$ cat src/rtl/muller_c_phase_monitor.sv
// Four-phase handshake observer for a Muller C-element: synchronizes a/b/c, counts
// completed rise+fall cycles and latches the first protocol violation.
// Optional build macro MULLER_MON_TIMEOUT_EN enables the SETTLE timeout (code 10).
module muller_c_phase_monitor #(
    parameter int SYNC_STAGES = 2,
    parameter int CNT_W       = 16,
    parameter int SETTLE      = 4
) (
    input  logic             wb_clk_i,
    input  logic             wb_rst_i,
    input  logic             c_a_i,
    input  logic             c_b_i,
    input  logic             c_out_i,
    input  logic             clr_i,
    output logic [CNT_W-1:0] cycle_count_o,
    output logic             done_pulse_o,
    output logic             busy_o,
    output logic             err_o,
    output logic [1:0]       err_code_o
);

    typedef enum logic [2:0] {
        S_IDLE0  = 3'd0,
        S_ARM_UP = 3'd1,
        S_HIGH   = 3'd2,
        S_ARM_DN = 3'd3,
        S_ERR    = 3'd4
    } state_t;

    localparam logic [1:0] E_NONE = 2'b00;
    localparam logic [1:0] E_UNIL = 2'b01;
    localparam logic [1:0] E_TOUT = 2'b10;
    localparam logic [1:0] E_WDRW = 2'b11;

    logic [SYNC_STAGES-1:0] r_a_sync, r_b_sync, r_c_sync;
    logic                   w_sa, w_sb, w_sc;
    logic                   w_up_ok, w_dn_ok, w_up_legal, w_dn_legal;
    logic                   r_up_prev, r_dn_prev;
    state_t                 r_state, w_state_nxt;
    logic                   w_done;
    logic [1:0]             w_err_code;
    logic                   w_timeout;
    logic                   w_busy_nxt;
    logic [CNT_W-1:0]       r_count;
    logic                   r_pulse, r_busy, r_err;
    logic [1:0]             r_code;

    always_ff @(posedge wb_clk_i or posedge wb_rst_i) begin
        if (wb_rst_i) begin
            r_a_sync  <= '0;
            r_b_sync  <= '0;
            r_c_sync  <= '0;
            r_up_prev <= 1'b0;
            r_dn_prev <= 1'b0;
        end else begin
            r_a_sync  <= {r_a_sync[SYNC_STAGES-2:0], c_a_i};
            r_b_sync  <= {r_b_sync[SYNC_STAGES-2:0], c_b_i};
            r_c_sync  <= {r_c_sync[SYNC_STAGES-2:0], c_out_i};
            r_up_prev <= w_up_ok;
            r_dn_prev <= w_dn_ok;
        end
    end

    assign w_sa       = r_a_sync[SYNC_STAGES-1];
    assign w_sb       = r_b_sync[SYNC_STAGES-1];
    assign w_sc       = r_c_sync[SYNC_STAGES-1];
    assign w_up_ok    = w_sa & w_sb;
    assign w_dn_ok    = ~w_sa & ~w_sb;
    // Consensus seen last cycle still legalises an output edge (synchronizer skew).
    assign w_up_legal = w_up_ok | r_up_prev;
    assign w_dn_legal = w_dn_ok | r_dn_prev;

`ifdef MULLER_MON_TIMEOUT_EN
    logic [7:0] r_timer;

    always_ff @(posedge wb_clk_i or posedge wb_rst_i) begin
        if (wb_rst_i)
            r_timer <= '0;
        else if ((w_state_nxt == S_ARM_UP || w_state_nxt == S_ARM_DN) && w_state_nxt != r_state)
            r_timer <= '0;
        else if (r_state == S_ARM_UP || r_state == S_ARM_DN)
            r_timer <= r_timer + 8'd1;
    end

    // Timer reads SETTLE-1 in the SETTLE-th armed cycle, so ERR lands SETTLE cycles after entry.
    assign w_timeout = (r_timer == 8'(SETTLE - 1));
`else
    assign w_timeout = (SETTLE < 0);
`endif

    always_ff @(posedge wb_clk_i or posedge wb_rst_i) begin
        if (wb_rst_i)
            r_state <= S_IDLE0;
        else
            r_state <= w_state_nxt;
    end

    always_comb begin
        w_state_nxt = r_state;
        w_done      = 1'b0;
        w_err_code  = E_NONE;
        if (clr_i) begin
            w_state_nxt = w_sc ? S_HIGH : S_IDLE0;
        end else begin
            unique case (r_state)
                S_IDLE0: begin
                    if (w_sc) begin
                        if (w_up_legal) begin
                            w_state_nxt = S_HIGH;
                        end else begin
                            w_state_nxt = S_ERR;
                            w_err_code  = E_UNIL;
                        end
                    end else if (w_up_ok) begin
                        w_state_nxt = S_ARM_UP;
                    end
                end
                S_ARM_UP: begin
                    if (w_sc) begin
                        w_state_nxt = S_HIGH;
                    end else if (!w_up_ok) begin
                        w_state_nxt = S_ERR;
                        w_err_code  = E_WDRW;
                    end else if (w_timeout) begin
                        w_state_nxt = S_ERR;
                        w_err_code  = E_TOUT;
                    end
                end
                S_HIGH: begin
                    if (!w_sc) begin
                        if (w_dn_legal) begin
                            w_state_nxt = S_IDLE0;
                            w_done      = 1'b1;
                        end else begin
                            w_state_nxt = S_ERR;
                            w_err_code  = E_UNIL;
                        end
                    end else if (w_dn_ok) begin
                        w_state_nxt = S_ARM_DN;
                    end
                end
                S_ARM_DN: begin
                    if (!w_sc) begin
                        w_state_nxt = S_IDLE0;
                        w_done      = 1'b1;
                    end else if (!w_dn_ok) begin
                        w_state_nxt = S_ERR;
                        w_err_code  = E_WDRW;
                    end else if (w_timeout) begin
                        w_state_nxt = S_ERR;
                        w_err_code  = E_TOUT;
                    end
                end
                default: w_state_nxt = S_ERR;
            endcase
        end
    end

    always_comb begin
        w_busy_nxt = (w_state_nxt == S_ARM_UP) || (w_state_nxt == S_HIGH) ||
                     (w_state_nxt == S_ARM_DN);
    end

    always_ff @(posedge wb_clk_i or posedge wb_rst_i) begin
        if (wb_rst_i) begin
            r_count <= '0;
            r_pulse <= 1'b0;
            r_busy  <= 1'b0;
            r_err   <= 1'b0;
            r_code  <= E_NONE;
        end else if (clr_i) begin
            r_count <= '0;
            r_pulse <= 1'b0;
            r_busy  <= w_busy_nxt;
            r_err   <= 1'b0;
            r_code  <= E_NONE;
        end else begin
            r_pulse <= w_done;
            r_busy  <= w_busy_nxt;
            if (w_done && !(&r_count))
                r_count <= r_count + 1'b1;
            if (w_err_code != E_NONE && !r_err) begin
                r_err  <= 1'b1;
                r_code <= w_err_code;
            end
        end
    end

    assign cycle_count_o = r_count;
    assign done_pulse_o  = r_pulse;
    assign busy_o        = r_busy;
    assign err_o         = r_err;
    assign err_code_o    = r_code;

endmodule

$ cat config.mk
export PLATFORM = sky130hd
export DESIGN_NAME = muller_c_phase_monitor
export DESIGN_NICKNAME = d
export VERILOG_FILES = /design/src/rtl/muller_c_phase_monitor.sv
export SDC_FILE = /design/constraint.sdc
export NUM_CORES = 1
export LEC_CHECK = 0
export ABC_CLOCK_PERIOD_IN_PS = 2470
export CAP_MARGIN = 20
export CORE_UTILIZATION = 51
export CTS_CLUSTER_SIZE = 30
export DETAILED_ROUTE_END_ITERATION = 8
export PLACE_DENSITY = 0.78
export SETUP_SLACK_MARGIN = 0.05
export SLEW_MARGIN = 20
export SYNTH_ARGS = -nofsm -noshare
export SYNTH_HDL_FRONTEND = slang
export SYNTH_SLANG_ARGS = --single-unit
$ cat constraint.sdc
create_clock -name wb_clk_i -period 2.47 [get_ports wb_clk_i]
set_input_delay 0.247 -clock wb_clk_i [delete_from_list [all_inputs] [get_ports wb_clk_i]]
set_output_delay 0.247 -clock wb_clk_i [all_outputs]
set_load 0.02 [all_outputs]
==> impl.org <==
** Logic synthesis
- Most numerous cell in the Yosys netlist :: sky130_fd_sc_hd__dfrtp_1
- Fraction of post-synthesis cell area in the top cell type by area :: a little over half
- Syn Area/Cell :: between 10 and 15 um2
- The synthesized netlist devotes approximately 3.0% of its cell area to XOR and XNOR gates.
- The largest total area in the synthesized netlist belongs to sky130_fd_sc_hd__dfrtp_1.
- Cell types with the highest counts after synthesis :: sky130_fd_sc_hd__dfrtp_1 (32), sky130_fd_sc_hd__nor2_1 (14), sky130_fd_sc_hd__a21oi_1 (8), sky130_fd_sc_hd__inv_1 (8)
- Post-synth EDFFs :: 0
- After Yosys synthesis, full adders, half adders and majority gates account for less than 1% of the synthesized area.
- Synthesis inferred 32 register bits.
- Area contributors post-synth :: sky130_fd_sc_hd__dfrtp_1 (54%), sky130_fd_sc_hd__nor2_1 (3.6%), sky130_fd_sc_hd__a21oi_1 (2.7%), sky130_fd_sc_hd__o21ai_0 (2.4%), sky130_fd_sc_hd__xnor2_1 (2.4%)
- Combinational family with the most area after synthesis :: simple AND/OR/NAND/NOR gates
- Multiplexer fraction of the synthesized cell area :: 2.12%
- Of the synthesized area, sequential elements account for 54.1%.
- Post-synth net total :: between 100 and 150
- Post-synthesis compound-gate area fraction :: around 17%
- Counting every instance in the synthesized netlist gives ~140.
- For this run, the number of Yosys warnings is 0.
- Count of different cell masters after synthesis :: 39
- Synth Cell Area :: approximately 0.0015 mm2
- Among all flip-flop cells after synthesis, the most frequent one is sky130_fd_sc_hd__dfrtp_1.
- Post-synthesis share of cell area spent on and, or, nand and nor gates :: 19.3%
- Asr flop ratio synth :: 100%

** Route
- Final routed DRC violation total :: 0
- Via count normalized by instance count :: around 5.9
- In this run the remaining antenna-violating nets after routing total 0.
- First-iteration detailed-routing DRC count :: 44
- Detailed-route wire length per cell :: about 15 um
- Final routed wirelength across all metal layers :: between 3000 and 4000 um
- First-pass iteration count of the detailed router :: 4
- The routed layout has roughly 1,200 vias.

** Clocking
- In this run the deepest clock path goes through 2 buffers.
- In this run the clock root is driven by a sky130_fd_sc_hd__clkbuf_4.
- The number of hold buffers added after CTS was 0.
- Clock-pin slew reported for the worst setup and hold paths after clock tree synthesis :: around 0.10 ns
- Buffers inserted during clock tree synthesis total 5.
- Maximum level of the CTS H-tree :: 2
- # Post-CTS Setup Buffers :: 0
- Counting every sink on the clock net gives 32.
- Once the clock tree was built, the resizer swapped 0 gates to a different size.
- Worst-skew pair later-pin latency :: roughly 0.33 ns
- TritonCTS built the clock tree.

** Global routing
- For this run, global-route usage on met3 was measured as under 10%.
- Largest net degree at the start of global routing :: 33
- First-pass GRT wire length :: roughly 5200 um
- Most Crowded Layer GR :: met2
- The number of antenna violations at the first check in global routing was 0.
- Met2 track demand over resource in global routing :: 34.1%
- Global routing used ~29% of the available met1 tracks.
- Vias in the first global route :: around 1,200
- After global routing the overflow that remains totals 0.
- Tot GR Track Use :: a little over a fifth

** Timing
- The total count of max-transition violations in the final report was 0.
- Number of setup violations in the final report :: 0
- For this run, the top clock speed supported by timing is ~440 MHz.
- For the pin with the worst max-slew slack, the measured transition is ~0.66 ns.
- Hold is met by ~0.30 ns.
- Final setup TNS :: 0 ns
- Headroom to the max-slew limit came out at 55.0%.
- Counting I/O delays and the setup requirement, the final critical path takes 2.26 ns.
- The final-report hold violation count came to 0.
- For the final database, setup skew stands at roughly 0.0091 ns.
- Share of the cycle needed by the critical path after routing :: between 90% and 100%
- Setup repair after global routing left no endpoint under its margin.

** Power
- Total power :: ~980 uW
- VDD sags by at most 0.363 mV.
- PwrDens :: about 530 mW/mm2
- Static leakage :: between 0.7 and 0.8 nW

** Placed design
- Post-placement cell count :: just under 200
- After detailed placement, the total cell area comes to 0.00179 mm2.
- Detailed placement HPWL :: between 2000 and 2500 um
- In this run the tool buffered the top-level ports with 26 buffer cells.
- Weighted congestion reported at the end of routability-driven placement :: slightly below 0.9

** Cells and area
- Number of diodes :: 0
- Number of nets at the end of the flow :: 180
- Fill cells in the final layout number 229.
- Summed area of non-filler cells in the final layout :: around 0.0019 mm2
- Compared with the post-synthesis result, the final layout area differs by 25.1%.
- The finished layout holds roughly 200 standard cells, fillers aside.
- Share of post-route cells with drive strength above 1 :: approximately an eighth

** Floorplan
- The floorplan step defined a die boundary enclosing around 0.0031 mm2.
- The floorplan step set the die width to roughly 56 um.
- Number of top-level pins :: 27
- Row generation in the floorplan step produced 19 rows.
- The die is approximately 56 um tall.
- The initial utilization of the core area, before any placement, comes to a little over half.
- In this run the standard cell core region covers approximately 0.0028 mm2.

** Setup path
- Data arrival at the endpoint of the critical path :: 2.48 ns
- For the worst setup path, the data required time is 2.69 ns.
- The worst setup path is of the reg2reg kind.
- The worst setup path is launched from a flip-flop.
- In this run the worst path has a maximum fanout of 8.
- Critical path capture point type :: flip-flop
- Minimum setup slack among reg-to-reg paths :: around 0.21 ns

** Min path
- The tightest min-delay check is of the in2async type.

** Job
- Across the run, the number of max-cap violations was 0.

** Status
- The flow ran to the end, and the final reports show no timing, DRC or antenna violations.
==> routing by layer <==
layer  vias to the layer above  wire, um
li1                        575         -
met1                       586      1370
met2                        39      1430
met3                         5       159
met4                         0        52
met5                         -         0
==> sequential cells by signal (all words and copies together), names as in the netlist <==
signal / cells
r_c_sync: 2
done_pulse_o: 1
err_code_o: 2
r_dn_prev: 1
err_o: 1
r_b_sync: 2
cycle_count_o: 16
r_state: 3
busy_o: 1
r_a_sync: 2
r_up_prev: 1
==> cell families (layout without fill, tap and decap cells) <==
group	Yosys count	count (layout)
compound gates	34	34
mux	3	3
simple gates	53	53
buf+inv	13	45
xor+xnor	5	5
flops	32	32
fa+ha+maj	1	1
==> worst paths after layout <==
check                            startpoint                end  cells past startpoint
worst max register to register  r_c_sync[1]   cycle_count_o[8]                      5
max in group asynchronous          wb_rst_i   cycle_count_o[3]                      3
min in group wb_clk_i           r_c_sync[0]        r_c_sync[1]                      0
worst min-delay path               wb_rst_i  cycle_count_o[14]                      3
worst min register to register  r_c_sync[0]        r_c_sync[1]                      0
worst max-delay path            r_c_sync[1]   cycle_count_o[8]                      5
==> worst max-delay path: stages, from the launching register on <==
cell and delay (ns):
sky130_fd_sc_hd__dfrtp_1 0.46, sky130_fd_sc_hd__or4b_4 0.58, sky130_fd_sc_hd__a21o_2 0.26, sky130_fd_sc_hd__a2111oi_0 0.59, sky130_fd_sc_hd__xnor2_1 0.19, sky130_fd_sc_hd__nor2_1 0.06
==> final cells by class <==
type                    count  area, um2  share of cell area, %
flip-flops and latches     32        801                   43.3
multi-input cells          96        626                   33.8
repair buffers             30        290                   15.7
clock buffers               7       65.1                   3.52
well taps                  31       38.8                   2.10
inverters                   8       30.0                   1.62
==> power breakdown <==
part / internal [mW] / leakage, nW / switching, mW
sequential: 0.541 / 0.425 / 0.0157
combinational: 0.0391 / 0.331 / 0.0500
clock: 0.161 / 0.0374 / 0.173
total: 0.741 / 0.793 / 0.239
==> placed cells by master, fill, tap and decap left out, types with 2 or more instances in the layout <==
master                             n
sky130_fd_sc_hd__dfrtp_1          32
sky130_fd_sc_hd__clkdlybuf4s50_1  26
sky130_fd_sc_hd__nor2_1           14
sky130_fd_sc_hd__inv_1             8
sky130_fd_sc_hd__a21oi_1           8
sky130_fd_sc_hd__nand2_1           7
sky130_fd_sc_hd__o21ai_0           7
sky130_fd_sc_hd__nand3_1           6
sky130_fd_sc_hd__nor3_1            5
sky130_fd_sc_hd__clkbuf_4          5
sky130_fd_sc_hd__and3_1            4
sky130_fd_sc_hd__xnor2_1           4
sky130_fd_sc_hd__buf_4             4
sky130_fd_sc_hd__nand4_1           3
sky130_fd_sc_hd__or2_2             3
sky130_fd_sc_hd__a211oi_1          3
sky130_fd_sc_hd__a21bo_2           2
sky130_fd_sc_hd__a2111oi_0         2
sky130_fd_sc_hd__mux2i_1           2
sky130_fd_sc_hd__a311oi_1          2
sky130_fd_sc_hd__nor3b_1           2
sky130_fd_sc_hd__or3_1             2
sky130_fd_sc_hd__o21a_1            2
sky130_fd_sc_hd__a31oi_1           2
sky130_fd_sc_hd__clkbuf_8          2
==> through the flow <==
step	util, %	setup WS, ns
2_1_floorplan	-	0.393
3_3_place_gp	64.7	0.104
3_5_place_dp	64.7	0.0343
4_1_cts	67.1	0.195
5_1_grt	67.1	0.0673
6_report	67.1	0.211
Note: power is estimated with default switching activity, not from simulation.
